File: src/rtl/rvv_defs.sv
// ----------------------------------------------------------------------------
// rvv_defs : shared RVV load/store address-generator types
// Rev 1.0
// ----------------------------------------------------------------------------
`default_nettype none

package rvv_defs;

  typedef enum logic [1:0] {
    UNIT_STRIDE = 2'd0,
    STRIDED     = 2'd1,
    INDEXED     = 2'd2,
    MODE_RSVD   = 2'd3
  } access_type_t;

  typedef enum logic [1:0] {
    EEW8  = 2'd0,
    EEW16 = 2'd1,
    EEW32 = 2'd2,
    EEW64 = 2'd3
  } eew_t;

  typedef enum logic [1:0] {
    IDLE = 2'd0,
    GEN  = 2'd1,
    IDX  = 2'd2
  } agu_state_t;

  localparam int VLEN = 256;

endpackage

`default_nettype wire

File: src/rtl/agu_stream_lane_calc.sv
// ----------------------------------------------------------------------------
// agu_lane_calc : combinational per-beat lane addresses, mask and last flag
// Rev 1.0
// ----------------------------------------------------------------------------
`default_nettype none

module agu_lane_calc #(
  parameter int ADDR_W = 64,
  parameter int LANES  = 2,
  parameter int CNT_W  = 9
) (
  input  logic                    i_indexed,
  input  logic [ADDR_W-1:0]       i_cur,
  input  logic [ADDR_W-1:0]       i_stride,
  input  logic [ADDR_W-1:0]       i_base,
  input  logic [LANES*ADDR_W-1:0] i_idx,
  input  logic [CNT_W-1:0]        i_elem,
  input  logic [CNT_W-1:0]        i_vl,
  output logic [LANES*ADDR_W-1:0] o_addr,
  output logic [LANES-1:0]        o_mask,
  output logic                    o_last
);

  logic [LANES-1:0][ADDR_W-1:0] w_seq;
  logic [ADDR_W-1:0]            w_acc;

  // Lane i of a strided beat is cur + i*stride, built as a running sum.
  always_comb begin
    w_seq = '0;
    w_acc = i_cur;
    for (int i = 0; i < LANES; i++) begin
      w_seq[i] = w_acc;
      w_acc    = w_acc + i_stride;
    end
  end

  for (genvar gi = 0; gi < LANES; gi++) begin : g_lane
    logic [CNT_W:0]    w_e;
    logic [ADDR_W-1:0] w_raw;

    assign w_e   = {1'b0, i_elem} + (CNT_W+1)'(gi);
    assign w_raw = i_indexed ? (i_base + i_idx[gi*ADDR_W +: ADDR_W]) : w_seq[gi];
    assign o_mask[gi]                   = (w_e < {1'b0, i_vl});
    assign o_addr[gi*ADDR_W +: ADDR_W]  = o_mask[gi] ? w_raw : '0;
  end

  assign o_last = (({1'b0, i_elem} + (CNT_W+1)'(LANES)) >= {1'b0, i_vl});

endmodule

`default_nettype wire

File: src/rtl/agu_stream.sv
// ----------------------------------------------------------------------------
// agu_stream : RVV unit/strided/indexed address streamer, LANES addrs per beat
// Rev 1.0
// ----------------------------------------------------------------------------
`default_nettype none

module agu_stream
  import rvv_defs::*;
#(
  parameter  int ADDR_W = 64,
  parameter  int LANES  = 2,
  parameter  int MAX_VL = 256,
  localparam int CNT_W  = $clog2(MAX_VL+1)
) (
  input  logic                    clk,
  input  logic                    rst_n,
  input  logic                    req_valid,
  output logic                    req_ready,
  input  logic [1:0]              req_mode,
  input  logic [1:0]              req_eew,
  input  logic [ADDR_W-1:0]       req_base,
  input  logic [ADDR_W-1:0]       req_stride,
  input  logic [CNT_W-1:0]        req_vl,
  input  logic                    idx_valid,
  output logic                    idx_ready,
  input  logic [LANES*ADDR_W-1:0] idx_data,
  output logic                    addr_valid,
  input  logic                    addr_ready,
  output logic [LANES*ADDR_W-1:0] addr_out,
  output logic [LANES-1:0]        addr_mask,
  output logic                    addr_last,
  output logic                    busy,
  output logic                    err
);

  localparam int LG_L = $clog2(LANES);

  agu_state_t              r_state;
  logic [ADDR_W-1:0]       r_base;
  logic [ADDR_W-1:0]       r_stride;
  logic [ADDR_W-1:0]       r_cur;
  logic [CNT_W-1:0]        r_vl;
  logic [CNT_W-1:0]        r_elem;
  logic                    r_idx_done;
  logic                    r_valid;
  logic [LANES*ADDR_W-1:0] r_addr;
  logic [LANES-1:0]        r_mask;
  logic                    r_last;
  logic                    r_err;

  access_type_t            w_mode;
  logic                    w_idle;
  logic [ADDR_W-1:0]       w_req_stride;
  logic                    w_addr_fire;
  logic                    w_idx_ready;
  logic                    w_idx_fire;
  logic [ADDR_W-1:0]       w_c_cur;
  logic [ADDR_W-1:0]       w_c_stride;
  logic [ADDR_W-1:0]       w_c_base;
  logic [CNT_W-1:0]        w_c_elem;
  logic [CNT_W-1:0]        w_c_vl;
  logic [LANES*ADDR_W-1:0] w_c_addr;
  logic [LANES-1:0]        w_c_mask;
  logic                    w_c_last;

  assign w_mode       = access_type_t'(req_mode);
  assign w_idle       = (r_state == IDLE);
  assign w_req_stride = (w_mode == UNIT_STRIDE) ? (ADDR_W'(1) << req_eew) : req_stride;
  assign w_addr_fire  = r_valid && addr_ready;
  assign w_idx_ready  = (r_state == IDX) && !r_idx_done && (!r_valid || addr_ready);
  assign w_idx_fire   = idx_valid && w_idx_ready;

  // In IDLE the first beat is computed straight from the request inputs.
  assign w_c_cur    = w_idle ? req_base     : r_cur;
  assign w_c_stride = w_idle ? w_req_stride : r_stride;
  assign w_c_base   = w_idle ? req_base     : r_base;
  assign w_c_elem   = w_idle ? '0           : r_elem;
  assign w_c_vl     = w_idle ? req_vl       : r_vl;

  agu_lane_calc #(
    .ADDR_W (ADDR_W),
    .LANES  (LANES),
    .CNT_W  (CNT_W)
  ) u_lane_calc (
    .i_indexed (r_state == IDX),
    .i_cur     (w_c_cur),
    .i_stride  (w_c_stride),
    .i_base    (w_c_base),
    .i_idx     (idx_data),
    .i_elem    (w_c_elem),
    .i_vl      (w_c_vl),
    .o_addr    (w_c_addr),
    .o_mask    (w_c_mask),
    .o_last    (w_c_last)
  );

  always_ff @(posedge clk) begin
    if (!rst_n) begin
      r_state    <= IDLE;
      r_base     <= '0;
      r_stride   <= '0;
      r_cur      <= '0;
      r_vl       <= '0;
      r_elem     <= '0;
      r_idx_done <= 1'b0;
      r_valid    <= 1'b0;
      r_addr     <= '0;
      r_mask     <= '0;
      r_last     <= 1'b0;
      r_err      <= 1'b0;
    end else begin
      r_err <= 1'b0;
      case (r_state)
        IDLE: begin
          if (req_valid) begin
            r_base   <= req_base;
            r_stride <= w_req_stride;
            r_vl     <= req_vl;
            if (w_mode == MODE_RSVD) begin
              r_err <= 1'b1;
            end else if (req_vl != '0) begin
              if (w_mode == INDEXED) begin
                r_state    <= IDX;
                r_elem     <= '0;
                r_idx_done <= 1'b0;
              end else begin
                r_state <= GEN;
                r_valid <= 1'b1;
                r_addr  <= w_c_addr;
                r_mask  <= w_c_mask;
                r_last  <= w_c_last;
                r_cur   <= req_base + (w_req_stride << LG_L);
                r_elem  <= CNT_W'(LANES);
              end
            end
          end
        end
        GEN: begin
          if (w_addr_fire) begin
            if (r_last) begin
              r_valid <= 1'b0;
              r_state <= IDLE;
            end else begin
              r_addr <= w_c_addr;
              r_mask <= w_c_mask;
              r_last <= w_c_last;
              r_cur  <= r_cur + (r_stride << LG_L);
              r_elem <= r_elem + CNT_W'(LANES);
            end
          end
        end
        IDX: begin
          if (w_idx_fire) begin
            r_valid    <= 1'b1;
            r_addr     <= w_c_addr;
            r_mask     <= w_c_mask;
            r_last     <= w_c_last;
            r_elem     <= r_elem + CNT_W'(LANES);
            r_idx_done <= w_c_last;
          end else if (w_addr_fire) begin
            r_valid <= 1'b0;
            if (r_last) begin
              r_state <= IDLE;
            end
          end
        end
        default: r_state <= IDLE;
      endcase
    end
  end

  assign req_ready  = w_idle;
  assign idx_ready  = w_idx_ready;
  assign addr_valid = r_valid;
  assign addr_out   = r_addr;
  assign addr_mask  = r_mask;
  assign addr_last  = r_last;
  assign busy       = !w_idle;
  assign err        = r_err;

endmodule

`default_nettype wire

File: config.mk
export PLATFORM = sky130hd
export DESIGN_NAME = agu_stream
export DESIGN_NICKNAME = d
export VERILOG_FILES = /design/src/rtl/rvv_defs.sv /design/src/rtl/agu_stream_lane_calc.sv /design/src/rtl/agu_stream.sv
export SDC_FILE = /design/constraint.sdc
export NUM_CORES = 2
export LEC_CHECK = 0
export CAP_MARGIN = 20
export CORE_MARGIN = 4
export CORE_UTILIZATION = 50
export DETAILED_ROUTE_END_ITERATION = 12
export PLACE_DENSITY_LB_ADDON = 0.05
export SETUP_SLACK_MARGIN = 0.3
export SLEW_MARGIN = 20
export SYNTH_ARGS = -nofsm -noshare
export SYNTH_HDL_FRONTEND = slang
export SYNTH_SLANG_ARGS = --single-unit
export TNS_END_PERCENT = 30
File: constraint.sdc
create_clock -name clk -period 9.8 [get_ports clk]
set_clock_uncertainty 0.2 [all_clocks]
set_input_delay 1.96 -clock clk [delete_from_list [all_inputs] [get_ports clk]]
set_output_delay 1.96 -clock clk [all_outputs]
set_load 0.01 [all_outputs]
# Yosys cells after proc, flatten, opt, wreduce, memory -nomap -nowiden
# Index checks and enable logic that the tools add are counted.
totals:
  ff_bits: 346
  inputBits: 274
  out_inout_bits: 136
  elab_cells: 134
classes:
  addsub: 8
  n_lt_le_gt_ge: 3
  eq_ne: 15
  n_shift: 1
  mux: 72
  n_reduce_logical: 23
op_table:
  columns: ["op", "n"]
  rows:
  - ["two-way mux 128 bit", 7]
  - ["two-way mux 64 bit", 14]
  - ["one-hot mux 128 bit (3 select lines)", 1]
  - ["adder 64 bit", 5]
  - ["one-hot mux 64 bit (2 select lines)", 1]
  - ["two-way mux 9 bit", 8]
  - ["<< shifter 1 x 2 -> 64 bit, first input constant", 1]
  - ["two-way mux 2 bit", 15]
  - ["one-hot mux 9 bit (3 select lines)", 1]
  - ["AND reduction 7 bit", 3]
  - ["two-way mux 1 bit", 20]
  - ["!= test 2 bit, second input constant", 8]
  - ["AND reduction 8 bit", 2]
  - ["one-hot mux 2 bit (3 select lines)", 2]
  - ["adder 9 x 1 -> 10 bit, second input constant", 1]
  - ["adder 9 x 2 -> 10 bit, second input constant", 1]
  - ["greater-or-equal comparator 10 x 9 -> 1 bit", 1]
  - ["less-than comparator 10 x 9 -> 1 bit", 1]
  - ["adder 9 x 2 -> 9 bit, second input constant", 1]
  - ["less-than comparator 9 bit", 1]
  - ["nonzero test 9 bit", 1]
  - ["== test 2 bit, second input constant", 3]
  - ["one-hot mux 1 bit (3 select lines)", 2]
  - ["AND reduction 6 bit", 1]
  - ["other kinds (13)", 21]

# Longest topological paths before layout
depth:
  word_depth: 11
  mapped_depth: 23

# Hierarchy
# From an unflattened synthesis, not the netlist that was laid out.
hier_totals:
  cells_unflattened: 5234
  hier_area_um2: 36374.9
by_module_without_submodules:
  columns: ["mod", "instances", "cells_each", "area_each_um2", "seq_area_each_um2"]
  rows:
  - ["agu_stream", 1, 3217, 22983.3, 6906.6]
  - ["agu_lane_calc", 1, 2017, 13391.6, 0.0]

# Least setup slack after synthesis
# Ideal clock, no wire load.
synth_timing:
  path_type: "input -> register"
  start: "in req_mode[1]"
  end: "reg r_cur[59]"
  arrival_time_ns: 5.557
  required_ns: 9.468
  slack_ns: 3.911
  path_stages: 18
  n_path_buf: 2
  path_cell_list: "or2_2 > clkbuf_1 > clkbuf_1 > a21oi_1 > inv_1 > ha_1 > fa_1 > a211oi_1 > o21bai_1 > nand3_1 > a2111oi_0 > a2111oi_0 > o31ai_1 > a31oi_1 > o31ai_1 > xor2_1 > mux2i_1 > a21oi_1"
synth_between:
  elab_chain_cells: 8
  word_cells_on_any_way: 13
synth_rtl:
  columns: ["item", "line", "source"]
  rows:
  - ["from (decl)", "agu_stream.sv:19", "input logic [1:0] req_mode,"]
  - ["zero test 2 bit", "agu_stream.sv:68", "assign w_req_stride = (w_mode == UNIT_STRIDE) ? (ADDR_W'(1) << req_eew) : req_stride;"]
  - ["two-way mux 64 bit", "agu_stream.sv:68", null]
  - ["named net w_req_stride[0]", "agu_stream.sv:53", "logic [ADDR_W-1:0] w_req_stride;"]
  - ["adder 64 bit", "agu_stream.sv:132", "r_cur <= req_base + (w_req_stride << LG_L);"]
  - ["two-way mux 64 bit", "agu_stream.sv:122", "if (w_mode == INDEXED) begin"]
  - ["two-way mux 64 bit", "agu_stream.sv:121", "end else if (req_vl != '0) begin"]
  - ["two-way mux 64 bit", "agu_stream.sv:119", "if (w_mode == MODE_RSVD) begin"]
  - ["two-way mux 64 bit", "agu_stream.sv:115", "if (req_valid) begin"]
  - ["one-hot mux 64 bit (2 select lines)", "agu_stream.sv:113", "case (r_state)"]
  - ["to (signal assigned)", "agu_stream.sv:132", null]
  - ["to (signal assigned)", "agu_stream.sv:147", "r_cur <= r_cur + (r_stride << LG_L);"]
  - ["to (decl)", "agu_stream.sv:41", "logic [ADDR_W-1:0] r_cur;"]
# The timed path passes the listed nets, and every way through them passes these cells. The select of a mux whose other input is x is not followed.
# A chain may end at the register's enable or synchronous reset.

# Final worst setup path
layout_timing:
  start: "in req_mode[0]"
  end: "reg r_addr[125], in the netlist addr_out[125]"
layout_between:
  elab_chain_cells: 11
  word_cells_on_any_way: 19
layout_rtl:
  columns: ["item", "line", "source"]
  rows:
  - ["zero test 2 bit (*)", "agu_stream.sv:68", null]
  - ["two-way mux 64 bit (*)", "agu_stream.sv:68", null]
  - ["named net w_req_stride[8]", "agu_stream.sv:53", null]
  - ["two-way mux 64 bit (*)", "agu_stream.sv:75", "assign w_c_stride = w_idle ? w_req_stride : r_stride;"]
  - ["adder 64 bit (*)", "agu_stream_lane_calc.sv:33", "w_acc = w_acc + i_stride;"]
  - ["two-way mux 64 bit (*)", "agu_stream_lane_calc.sv:42", "assign w_raw = i_indexed ? (i_base + i_idx[gi*ADDR_W +: ADDR_W]) : w_seq[gi];"]
  - ["two-way mux 64 bit (*)", "agu_stream_lane_calc.sv:44", "assign o_addr[gi*ADDR_W +: ADDR_W] = o_mask[gi] ? w_raw : '0;"]
  - ["two-way mux 128 bit", "agu_stream.sv:122", null]
  - ["two-way mux 128 bit", "agu_stream.sv:121", null]
  - ["two-way mux 128 bit", "agu_stream.sv:119", null]
  - ["two-way mux 128 bit", "agu_stream.sv:115", null]
  - ["one-hot mux 128 bit (3 select lines) (*)", "agu_stream.sv:113", null]
  - ["to (signal assigned)", "agu_stream.sv:129", "r_addr <= w_c_addr;"]
  - ["to (signal assigned)", "agu_stream.sv:144", "r_addr <= w_c_addr;"]
  - ["to (signal assigned)", "agu_stream.sv:155", "r_addr <= w_c_addr;"]
  - ["to (decl)", "agu_stream.sv:46", "logic [LANES*ADDR_W-1:0] r_addr;"]
# The timed path passes the listed nets; every way through them passes the cells marked *. The select of a mux whose other input is x is not followed.

==> flow_metrics.tcl <==
set metrics [dict create \
    detail_route.wl_per_cell_um 24.44 \
    hold_viol 0 \
    yosysWarnings 0 \
    grt_overflow_total 0 \
    synth_mux_area_share_pct 3.304 \
    dp.cells 5926 \
    cts_tree "built" \
    synth-edff-count 0 \
    fin_util_pct 59.37 \
    hold_buffers 0 \
    hpwl_um 117100 \
    drive_above_1_share_pct 4.368 \
    cts_made_buffers 47 \
    total_power_uw 9352 \
    post-cts-setup-buffer-count 0 \
    cp-start-kind "input port" \
    root_buffer "clkbuf_16" \
    io_pins 410 \
    place.port_buffers 409 \
    synth_cell_types 84 \
    cts_htree_levels 2 \
    status "finished clean" \
    synth_top_family_by_area "compound AO/OA/AOI/OAI gates" \
    die_height_um 271.3 \
    hold_path_class "register to register" \
    die_area_um2 73580 \
    most-common-layout-cells "nand2_1, a21oi_1, o21ai_0" \
    ant_nets 0 \
    track_usage_pct 37.60 \
    drv_cap 0 \
    fin_nets 5674 \
    synth_fa_ha_area_share_pct 12.93 \
    post_cts_resized 0 \
    grt_pass1_wl_um 215500 \
    synth-xor-area-share_pct 7.608 \
    fp-row-count 96 \
    synthFlopType "dfxtp_1" \
    cts.sinks 345 \
    synth-seq-cells 345 \
    gp_congestion 1.013 \
    start_util_pct 50.52 \
    area_growth_pct 17.51 \
    grt_pass1_vias 34352 \
    worstSetupPathType "input port to register" \
    clk_path_buf_depth 3 \
    synth_cells 4852 \
    final_common_cell "nand2_1" \
    max_freq_mhz 139.8 \
    grt_max_degree 118 \
    insertion_delay_ns 0.61 \
    ys_seq_area_share_pct 19.93 \
    avgSynthCellArea_um2 7.142 \
    route.detailed.drc 0 \
    synth_simple_gate_area_share_pct 19.18 \
    rsz0062_at_grt "false" \
    tightest_slew_ns 1.175 \
    die_x_um 271.3 \
    slew_headroom_pct 20.85 \
    detail_route.first_pass.iterations 7 \
    hold_slack_ns 0.2516 \
    setup_viol 0 \
    async_flop_share_pct 0 \
    antenna_found_initial 4 \
    finalSetupTns_ns 0 \
    routed_wl_um 147000 \
    first_iter_violations 4141 \
    via_count 38011 \
    instances_no_fill 6014 \
    core_area_um2 68590 \
    endpoint_kind "register" \
    fin_crit_ns 7.152 \
    timing.final.crit_share_pct 72.98 \
    avgViaCountPerCell 6.320 \
    syn_area_um2 34650 \
    clk_pin_slew_worst_paths_ns 0.06 \
    p_leak_uw 0.01715 \
    cp_max_fo 38 \
    slew_violations 0 \
    power_density_nw_per_um2 229.7 \
    synth_compound_area_share_pct 31.60 \
    cp_data_arrival_time_ns 7.42 \
    vdd_ir_drop_max_uv 163.9 \
    crit_required_ns 10.07 \
]
where the power goes:
part / switching, uW / internal (uW) / total [uW]
clock: 743 / 1100 / 1840
combinational: 3520 / 2050 / 5570
sequential: 245 / 1690 / 1940
total: 4510 / 4840 / 9350
through the flow:
stage | setup slack, ns | area (um^2)
6_report | 2.648 | 40720
3_5_place_dp | 2.219 | 39090
3_3_place_gp | 2.201 | 39090
5_1_grt | 2.409 | 40720
4_1_cts | 2.834 | 40690
2_1_floorplan | 3.911 | 34660
critical path, stage by stage:
cell and delay (ns):
clkdlybuf4s50_1 0.51, or2_2 0.64, buf_4 0.37, and2_1 0.24
mux2_2 0.28, ha_1 0.43, nand3_1 0.10, a2111oi_0 0.39
o31ai_1 0.18, o2111ai_1 0.22, a31oi_1 0.28, a31o_2 0.35
o31a_1 0.40, o31ai_1 0.61, a221oi_1 0.19, xnor2_1 0.16
o21ai_0 0.08
per-layer routing:
layer	routed length (um)	GRT usage, %
met5	0	0
met4	6177	13.59
met3	14260	6.072
met2	62410	57.45
met1	64160	53.46
area by class of cell:
class                      instances  area [um^2]
inverter                         208        788.3
clock buffer                      68         1366
sequential                       345         6907
clock inverter                    18        232.7
timing repair buffer             434         4297
fill                            6577        27870
tap                              931         1165
multi-input combinational       4009        25960
antenna                            1        2.502
logic make-up after synthesis:
| family | count (synthesis) |
|---|---|
| AO/OA/AOI/OAI | 1766 |
| other | 2 |
| AND/OR/NAND/NOR | 1479 |
| adder cells (fa/ha/maj) | 355 |
| multiplexers | 105 |
| buffers and inverters | 499 |
| flip-flops | 345 |
| XOR/XNOR | 301 |
registers in the layout (all words and copies together) (netlist names):
signal,cells
addr_last,1
addr_mask,2
addr_out,128
addr_valid,1
err,1
r_base,64
r_cur,64
r_elem,8
r_idx_done,1
r_state,2
r_stride,64
r_vl,9
cell usage after synthesis (54+ instances only):
cell / number / area [um^2]
a211oi_1: 80 / 600.6
a21o_1: 198 / 1486
a21oi_1: 588 / 2943
a22oi_1: 72 / 540.5
a31oi_1: 54 / 337.8
and2_1: 83 / 519.3
clkbuf_1: 262 / 983.4
dfxtp_1: 345 / 6907
ha_1: 350 / 4379
inv_1: 207 / 777.0
mux2_2: 75 / 844.6
nand2_1: 679 / 2549
nand3_1: 103 / 515.5
nand4_1: 85 / 531.8
nor2_1: 315 / 1182
o21ai_0: 413 / 2067
o21bai_1: 61 / 457.9
xnor2_1: 171 / 1498
xor2_1: 130 / 1139
path summary, 6_finish.rpt:
path	startpoint	endpoint	slack, ns	cells after the start
worst min register to register	addr_out[24]$_SDFFE_PN0P_	addr_out[24]$_SDFFE_PN0P_	0.25	2
worst max register to register	r_state[0]$_SDFFE_PN0P_	addr_out[127]$_SDFFE_PN0P_	3.35	14
worst max-delay path	req_mode[0]	addr_out[125]$_SDFFE_PN0P_	2.65	17
worst min-delay path	addr_out[24]$_SDFFE_PN0P_	addr_out[24]$_SDFFE_PN0P_	0.25	2
Note: power is estimated with default switching activity, not from simulation.
